$ cat src/rtl/consmax_lut_loader_if.sv
// consmax_lut_loader_if
//   Groups the loader's two buses: the configuration byte stream (valid/ready)
//   and the LUT write port that every ConSmax lane shares.
//   Signals:
//     in_data   config byte, low byte of each word first
//     in_valid  in_data valid
//     in_ready  loader accepts a byte (transfer when in_valid & in_ready)
//     lut_waddr {lut_sel, entry_index}; MSB selects LUT1 (1) or LUT0 (0)
//     lut_wen   one-cycle write strobe
//     lut_wdata FP entry {sign, exp[7:0], mant[6:0]}
//   Modports:
//     master  the loader: consumes the byte stream, drives the LUT write port
//     slave   the environment: sources bytes, observes LUT writes
interface consmax_lut_loader_if #(
  parameter int unsigned LUT_ADDR = 4,
  parameter int unsigned LUT_DATA = 16,
  parameter int unsigned BYTE_BIT = 8
);
  logic [BYTE_BIT-1:0] in_data;
  logic                in_valid;
  logic                in_ready;
  logic [LUT_ADDR:0]   lut_waddr;
  logic                lut_wen;
  logic [LUT_DATA-1:0] lut_wdata;

  modport master (
    input  in_data,
    input  in_valid,
    output in_ready,
    output lut_waddr,
    output lut_wen,
    output lut_wdata
  );

  modport slave (
    output in_data,
    output in_valid,
    input  in_ready,
    input  lut_waddr,
    input  lut_wen,
    input  lut_wdata
  );
endinterface

$ cat src/rtl/consmax_lut_loader.sv
// consmax_lut_loader
//   Write-side programmer for the ConSmax INT-to-FP lookup tables. Assembles
//   16-bit entries from a byte stream, writes LUT0 then LUT1 entry by entry,
//   then checks a trailing 16-bit XOR checksum against the written words.
//   Ports:
//     clk      clock
//     rstn     asynchronous active-low reset
//     start    one-cycle pulse, begins a load (only taken when idle)
//     abort    synchronous abort back to idle; wins over start
//     bus      master side of consmax_lut_loader_if (byte stream + LUT write)
//     busy     load in progress; LUT reads must not be issued
//     done     one-cycle pulse when the checksum is evaluated
//     chk_err  checksum mismatch on the last load; held until next start
//   All outputs are registered; lut_waddr/lut_wdata hold between writes.
module consmax_lut_loader #(
  parameter int unsigned LUT_ADDR = 4,
  parameter int unsigned LUT_DATA = 16,
  parameter int unsigned BYTE_BIT = 8
) (
  input  logic                       clk,
  input  logic                       rstn,
  input  logic                       start,
  input  logic                       abort,
  consmax_lut_loader_if.master       bus,
  output logic                       busy,
  output logic                       done,
  output logic                       chk_err
);

  typedef enum logic [2:0] {
    IDLE,
    RX_LO,
    RX_HI,
    WRITE,
    TRL_LO,
    TRL_HI,
    CHECK
  } state_t;

  state_t state_q, state_d;

  logic [LUT_ADDR:0]   cnt_q, cnt_d;
  logic [BYTE_BIT-1:0] lo_q, lo_d;
  logic [LUT_DATA-1:0] csum_q, csum_d;

  logic                ready_q, ready_d;
  logic                wen_q, wen_d;
  logic [LUT_ADDR:0]   waddr_q, waddr_d;
  logic [LUT_DATA-1:0] wdata_q, wdata_d;
  logic                busy_q, busy_d;
  logic                done_q, done_d;
  logic                err_q, err_d;

  logic                xfer;
  logic [LUT_DATA-1:0] word;

  // in_ready is a registered copy of the state decode, so it is stable for
  // the whole cycle and the transfer condition needs no combinational path
  // from in_valid back to in_ready.
  assign xfer = bus.in_valid & ready_q;
  assign word = {bus.in_data, lo_q};

  always_ff @(posedge clk or negedge rstn) begin
    if (!rstn) begin
      state_q <= IDLE;
    end else begin
      state_q <= state_d;
    end
  end

  always_comb begin
    state_d = state_q;
    cnt_d   = cnt_q;
    lo_d    = lo_q;
    csum_d  = csum_q;
    waddr_d = waddr_q;
    wdata_d = wdata_q;
    err_d   = err_q;

    case (state_q)
      IDLE: begin
        if (start) begin
          state_d = RX_LO;
          cnt_d   = '0;
          csum_d  = '0;
          err_d   = 1'b0;
        end
      end
      RX_LO: begin
        if (xfer) begin
          lo_d    = bus.in_data;
          state_d = RX_HI;
        end
      end
      RX_HI: begin
        // The write port is loaded as the high byte arrives so the strobe
        // appears in the very next cycle; the checksum folds in here too.
        if (xfer) begin
          waddr_d = cnt_q;
          wdata_d = word;
          csum_d  = csum_q ^ word;
          state_d = WRITE;
        end
      end
      WRITE: begin
        if (cnt_q == '1) begin
          state_d = TRL_LO;
        end else begin
          cnt_d   = cnt_q + 1'b1;
          state_d = RX_LO;
        end
      end
      TRL_LO: begin
        if (xfer) begin
          lo_d    = bus.in_data;
          state_d = TRL_HI;
        end
      end
      TRL_HI: begin
        if (xfer) begin
          err_d   = (word != csum_q);
          state_d = CHECK;
        end
      end
      CHECK: begin
        state_d = IDLE;
      end
      default: begin
        state_d = IDLE;
      end
    endcase

    // Abort drops any byte taken this cycle: the write port keeps its last
    // written values and chk_err keeps the previous load's verdict.
    if (abort) begin
      state_d = IDLE;
      waddr_d = waddr_q;
      wdata_d = wdata_q;
      err_d   = err_q;
    end

    ready_d = (state_d == RX_LO) || (state_d == RX_HI) ||
              (state_d == TRL_LO) || (state_d == TRL_HI);
    busy_d  = (state_d != IDLE) && (state_d != CHECK);
    wen_d   = (state_d == WRITE);
    done_d  = (state_d == CHECK);
  end

  always_ff @(posedge clk or negedge rstn) begin
    if (!rstn) begin
      cnt_q   <= '0;
      lo_q    <= '0;
      csum_q  <= '0;
      ready_q <= 1'b0;
      wen_q   <= 1'b0;
      waddr_q <= '0;
      wdata_q <= '0;
      busy_q  <= 1'b0;
      done_q  <= 1'b0;
      err_q   <= 1'b0;
    end else begin
      cnt_q   <= cnt_d;
      lo_q    <= lo_d;
      csum_q  <= csum_d;
      ready_q <= ready_d;
      wen_q   <= wen_d;
      waddr_q <= waddr_d;
      wdata_q <= wdata_d;
      busy_q  <= busy_d;
      done_q  <= done_d;
      err_q   <= err_d;
    end
  end

  assign bus.in_ready  = ready_q;
  assign bus.lut_wen   = wen_q;
  assign bus.lut_waddr = waddr_q;
  assign bus.lut_wdata = wdata_q;
  assign busy          = busy_q;
  assign done          = done_q;
  assign chk_err       = err_q;

endmodule

$ cat src/flat_wrapper.sv
// flat-port wrapper written by rule: the top's interface ports become plain ports
module consmax_lut_loader_flat 
#(
  parameter int unsigned LUT_ADDR = 4,
  parameter int unsigned LUT_DATA = 16,
  parameter int unsigned BYTE_BIT = 8
)
  (clk, rstn, start, abort, busy, done, chk_err, bus_in_data, bus_in_valid, bus_in_ready, bus_lut_waddr, bus_lut_wen, bus_lut_wdata);
  consmax_lut_loader_if #(.LUT_ADDR(LUT_ADDR), .LUT_DATA(LUT_DATA), .BYTE_BIT(BYTE_BIT)) bus_i ();
  input  logic clk;
  input  logic rstn;
  input  logic start;
  input  logic abort;
  output logic busy;
  output logic done;
  output logic chk_err;
  input wire logic [$bits(bus_i.in_data)-1:0] bus_in_data;
  input wire logic [$bits(bus_i.in_valid)-1:0] bus_in_valid;
  output wire logic [$bits(bus_i.in_ready)-1:0] bus_in_ready;
  output wire logic [$bits(bus_i.lut_waddr)-1:0] bus_lut_waddr;
  output wire logic [$bits(bus_i.lut_wen)-1:0] bus_lut_wen;
  output wire logic [$bits(bus_i.lut_wdata)-1:0] bus_lut_wdata;
  assign bus_i.in_data = bus_in_data;
  assign bus_i.in_valid = bus_in_valid;
  assign bus_in_ready = bus_i.in_ready;
  assign bus_lut_waddr = bus_i.lut_waddr;
  assign bus_lut_wen = bus_i.lut_wen;
  assign bus_lut_wdata = bus_i.lut_wdata;
  consmax_lut_loader #(.LUT_ADDR(LUT_ADDR), .LUT_DATA(LUT_DATA), .BYTE_BIT(BYTE_BIT)) u_core (.clk(clk), .rstn(rstn), .start(start), .abort(abort), .bus(bus_i), .busy(busy), .done(done), .chk_err(chk_err));
endmodule
$ cat config.mk
export PLATFORM = sky130hd
export DESIGN_NAME = consmax_lut_loader_flat
export DESIGN_NICKNAME = d
export VERILOG_FILES = /design/src/rtl/consmax_lut_loader_if.sv /design/src/rtl/consmax_lut_loader.sv /design/src/flat_wrapper.sv
export SDC_FILE = /design/constraint.sdc
export NUM_CORES = 1
export LEC_CHECK = 0
export ABC_AREA = 1
export BUFFER_PORTS_ARGS = -buffer_cell sky130_fd_sc_hd__buf_2
export CAP_MARGIN = 10
export CORE_UTILIZATION = 60
export CTS_CLUSTER_SIZE = 14
export DETAILED_ROUTE_END_ITERATION = 12
export PLACE_DENSITY = 0.93
export SLEW_MARGIN = 20
export SYNTH_ARGS = -nofsm -noshare
export SYNTH_HDL_FRONTEND = slang
export SYNTH_SLANG_ARGS = --single-unit
$ cat constraint.sdc
create_clock -name clk -period 3.4 [get_ports clk]
set_input_delay 0.34 -clock clk [delete_from_list [all_inputs] [get_ports clk]]
set_output_delay 0.34 -clock clk [all_outputs]
set_load 0.1 [all_outputs]
# --- Word level (Yosys, flattened, before mapping) ---
# Index checks and enable logic that the tools add are counted.
word_totals:
  ff_bits: 58
  latch_bits: 0
  mem_bits_rw: 0
  rom_bits: 0
  input_bits: 13
  out_inout_bits: 26
  n_memories: 0
classes:
  n_addsub: 1
  mul: 0
  div: 0
  magnitude_cmp: 0
  n_eq_ne: 18
  n_shift: 0
  mux: 17
  bitwise: 3
  n_reduce_logical: 15
ops:
  columns: ["cell", "count"]
  rows:
  - ["16-bit 2-to-1 mux", 2]
  - ["16-bit case mux with 2 select lines", 1]
  - ["3-bit 2-to-1 mux", 7]
  - ["3-bit case mux with 6 select lines", 1]
  - ["16-bit inequality test", 1]
  - ["16-bit bitwise XOR", 1]
  - ["3-bit == test (second input constant)", 5]
  - ["3-bit by 2-bit == test with 1-bit output (second input constant)", 4]
  - ["5-bit 2-to-1 mux", 2]
  - ["5-bit case mux with 2 select lines", 1]
  - ["3-bit AND reduction", 3]
  - ["3-bit by 1-bit == test with 1-bit output (second input constant)", 2]
  - ["2-bit nonzero test", 3]
  - ["5-bit by 1-bit adder with 5-bit output (second input constant)", 1]
  - ["5-bit == test (second input constant)", 1]
  - ["2-bit by 1-bit inequality test with 1-bit output (second input constant)", 2]
  - ["2-bit inequality test (second input constant)", 2]
  - ["4-bit AND reduction", 1]
  - ["3-bit logical NOT", 1]
  - ["1-bit logical OR", 3]
  - ["3-bit inequality test (second input constant)", 1]
  - ["3-bit nonzero test", 1]
  - ["1-bit 2-to-1 mux", 2]
  - ["1-bit case mux with 2 select lines", 1]
  - ["other kinds (5)", 5]

# --- Longest topological paths before layout ---
depth:
  depth_word: 8
  ltp_mapped: 12
  depth_no_buf: 12

# --- Worst setup path after synthesis ---
# Ideal clock, no wire load.
synth_timing:
  path_kind: "reg-to-reg"
  start: "reg u_core.ready_q, in the netlist u_core.bus.in_ready"
  end: "reg u_core.wdata_q[10], in the netlist u_core.bus.lut_wdata[10]"
  setup_ps: 126
  arrival_ps: 1943
  setup_slack_ps: 1330
  stages_incl_launch_ff: 7
  cell_sequence: "dfrtp_1 -> nand3_2 -> nor2_4 -> inv_2 -> nor2_8 -> buf_8 -> mux2_4"
synth_via:
  elab_chain_cells: 2
synth_lines:
  columns: ["item", "line_no", "text"]
  rows:
  - ["start: declaration", "consmax_lut_loader.sv:46", "logic ready_q, ready_d;"]
  - ["start signal: assignment", "consmax_lut_loader.sv:165", "ready_q <= ready_d;"]
  - ["1-bit AND", "consmax_lut_loader.sv:60", "assign xfer = bus.in_valid & ready_q;"]
  - ["3-bit AND reduction (no line)", null, null]
  - ["end signal: assignment", "consmax_lut_loader.sv:168", "wdata_q <= wdata_d;"]
  - ["end: declaration", "consmax_lut_loader.sv:49", "logic [LUT_DATA-1:0] wdata_q, wdata_d;"]
# Every way passes these cells.
# A chain may end at the register's enable or synchronous reset.

# --- Worst setup path in the final report ---
layout_timing:
  start: "reg u_core.cnt_q[0]"
  end: "reg u_core.cnt_q[3]"
layout_via:
  elab_chain_cells: 3
  word_cells_on_any_way: 6
  classes_between: "add/sub: 1; eq/ne: 2; mux: 2; reduce/logical: 1"
layout_lines:
  columns: ["item", "line_no", "text"]
  rows:
  - ["start: declaration", "consmax_lut_loader.sv:42", "logic [LUT_ADDR:0] cnt_q, cnt_d;"]
  - ["start signal: assignment", "consmax_lut_loader.sv:162", "cnt_q <= cnt_d;"]
  - ["5-bit by 1-bit adder with 5-bit output / 5-bit == test (equally long branches)", "consmax_lut_loader.sv:109, consmax_lut_loader.sv:106", null]
  - ["5-bit 2-to-1 mux / 2-bit inequality test (equally long branches)", null, null]
  - ["5-bit case mux with 2 select lines / 3-bit AND reduction (equally long branches)", null, null]
# Parallel ways exist; a longest one is shown, timed or not. The select of a mux whose other input is x is not followed.

==> summary.md <==
| Metric | Value |
|---|---|
| Fillers | 290 |
| Port Buffers | 38 |
| CP endpoint kind | register |
| Largest net degree at the start of global routing | 34 |
| Routed length on met2 | 2.48 mm |
| CTS Sinks | 58 |
| Crit path max-delay family | simple AND/OR/NAND/NOR gates |
| CP max stage delay | 0.42 ns |
| Final WS setup | 1.57 ns |
| Post-CTS Setup Inserts | 0 |
| Number of synthesized flops with an enable pin | 0 |
| Max-cap violations | 0 |
| Synthesized area | 0.00265 mm2 |
| CORE AREA | 0.00412 mm2 |
| Metal3 WL | 277 um |
| Clock Tree Root | clkbuf_8 |
| Slew headroom | 52.5% |
| Wirelength per Cell | 14.8 um |
| Worst VDD drop | 0.000539 V |
| Starting density of the core | 64.3% |
| Setup violators final | 0 |
| Clock Pin Slew Worst Setup and Hold Paths | 0.07 ns |
| DR iter-0 viols | 190 |
| Post-CTS Hold Fix Bufs | 0 |
| WP buf/inv | 2 |
| Die area | 0.00468 mm2 |
| CTS buffer count | 9 |
| Clock tree buffer depth | 2 |
| Maximum clock frequency | 546 MHz |
| Clock latency on the worst-skew pair | 0.34 ns |
| Tot Pwr | 2.90 mW |
| Critical path class | register to register |
| Compound-Gate Fraction of Synth Area | 6.43% |
| DR vias | 1,913 |
| Yosys cell types | 29 |
| CP Launch Type | register |
| Nets | 312 |
| Post-detail-place hpwl | 3.52 mm |
| Share of cells above drive strength 1 | 28.1% |
| 1st-pass router iterations | 5 |
| Syn_area_per_cell | 10.5 um2 |
| CTS tree | built |
| Leak | 1.64 nW |
| Worst slew pin tran | 0.713 ns |
| Most used DFF post-synth | dfrtp_1 |
| Die Y | 68.4 um |
| Async SR Flop Fraction | 100% |
| Register area share after synthesis | 54.9% |
| Slew Limit Fails | 0 |
| GRT Total Usage | 25.7% |
| Status | finished clean |
| Fin Clk Skew | 0.00699 ns |
| Multi-input logic area | 0.00107 mm2 |
| Die Width | 68.4 um |
| Vias per inst | 5.43 |
| Setup TNS Final | 0 ns |
| Diodes inserted | 0 |
| Power per standard cell area | 927 mW/mm2 |
| DRT antenna net count | 0 |
| Xor/xnor share of the synthesized area | 5.30% |
| First-pass GRT wire length | 8.34 mm |
| Crit share post-route | 53.9% |
| FF+latch area | 0.00145 mm2 |
| RSZ-0062 raised after global routing | false |
| Residual DRC | 0 |
| CP cell instances | ha_1 > inv_1 > nor3_1 > ha_1 > nor3_4 > inv_1 > nand2_1 > nand2_1 > o21ai_0 > a21oi_1 |
| Largest fanout on the critical path | 6 |
| Dpl ws | 1.60 ns |
| Synthesis-to-finish area growth | 18.3% |
| Min Tclk post-route | 1.83 ns |
| Vias in the first global route | 1,798 |
| IO Count | 39 |
| Area share of fa/ha/maj cells after synthesis | 0.946% |
| Multiplexer share of the synthesized area | 10.1% |
| GRT Residual Overflow | 0 |
| Total wire length | 5.21 mm |
| Final Hold Viols | 0 |
| Met1 WL | 2.28 mm |
| Critical path's slowest cell | dfrtp_1 |
| Initial antenna violation count | 0 |
| Total number of yosys warnings | 0 |
| Hold Path Class | input pin to asynchronous set/reset pin |
| Synth Register Bits | 58 |
| Largest family of logic cells by synthesized area | simple AND/OR/NAND/NOR gates |
| Net Count, Synth | 268 |
| FP Rows | 23 |
| Highest Signal Layer | met4 |
| WHS | 0.0447 ns |
| Gpl congestion | 0.803 |
| H-tree Lvls | 3 |
| Critical Path AT | 2.06 ns |
| Simple-gate share of the synthesized area | 17.8% |
| Syn Inst Count | 253 |
| CP Data Required Time | 3.63 ns |
| Cts repair resizes | 0 |
## layout by cell type, fill, tap and decap left out, drive strengths merged
| cell type | instances |
|---|---|
| clkinvlp | 1 |
| a21oi | 3 |
| nor2 | 17 |
| dfrtp | 58 |
| o21ai | 11 |
| buf | 40 |
| xnor2 | 10 |
| a31oi | 1 |
| o31ai | 10 |
| nand2 | 68 |
| nand3 | 16 |
| nand4 | 2 |
| nor3 | 2 |
| xor2 | 6 |
| o21a | 2 |
| mux2 | 19 |
| clkbuf | 9 |
| ha | 2 |
| inv | 19 |
| clkinv | 2 |
| bufinv | 4 |
## flip-flops by register name, indices dropped and copies added, names as in the netlist, 3 cells and up
register              count
u_core.lo_q               8
u_core.state_q            3
u_core.csum_q            16
u_core.bus.lut_waddr      5
u_core.bus.lut_wdata     16
u_core.cnt_q              5
## layout make-up
class / instances / area share [%]
inverters: 19 / 2.28
multi-input cells: 169 / 34.3
flip-flops and latches: 58 / 46.4
well taps: 50 / 2.00
clock inverters: 7 / 4.52
repair buffers: 40 / 6.56
clock buffers: 9 / 3.96
## layer usage
layer	track usage, %	up-vias
met5	0	-
met4	13.3	0
met3	10.8	15
met2	38.4	71
met1	31.6	905
li1	-	922
## path summary, 6_finish.rpt
path                                                           from                             endpoint  slack, ns  cells past startpoint
max in group asynchronous                                      rstn  u_core.bus.lut_wdata[3]$_DFFE_PN0P_       2.55                      2
worst min-delay path                                           rstn  u_core.bus.lut_waddr[2]$_DFFE_PN0P_       0.04                      1
worst max register to register          u_core.cnt_q[0]$_DFFE_PN0P_          u_core.cnt_q[3]$_DFFE_PN0P_       1.57                     10
worst min register to register  u_core.bus.lut_waddr[2]$_DFFE_PN0P_  u_core.bus.lut_waddr[2]$_DFFE_PN0P_       0.49                      1
worst max-delay path                    u_core.cnt_q[0]$_DFFE_PN0P_          u_core.cnt_q[3]$_DFFE_PN0P_       1.57                     10
min in group clk                                     bus_in_data[1]           u_core.lo_q[1]$_DFFE_PN0P_       0.28                      3
## logic make-up after synthesis
group	count (synthesis)
compound gates	27
xor+xnor	16
fa+ha+maj	2
buf+inv	26
flops	58
mux	19
simple gates	105
## synthesized netlist by cell type (all sizes together), types with 3 or more instances
master	count	area [um2]
nor2	17	90.1
o31ai	10	75.1
xor2	6	52.6
mux2	19	267
nand2	68	263
inv	19	71.3
a21oi	3	15.0
buf	5	41.3
o21ai	11	58.8
nand3	16	85.1
dfrtp	58	1450
xnor2	10	87.6
## power by group
part	internal, mW	total, mW	leakage, nW	switching (mW)
Sequential	0.844	0.961	0.782	0.117
Clock	0.561	0.845	0.129	0.285
Combinational	0.243	1.09	0.731	0.851
Total	1.65	2.90	1.64	1.25
## through the flow
step                      std cells  utilization [%]  area (um2)
after CTS                       352             76.0        3130
after floorplan                 253                -        2650
after detailed placement        336             69.6        2860
after global placement          336             69.6        2860
final                           352             76.0        3130
after global routing            352             76.0        3130
(Power assumes the default switching activity.)
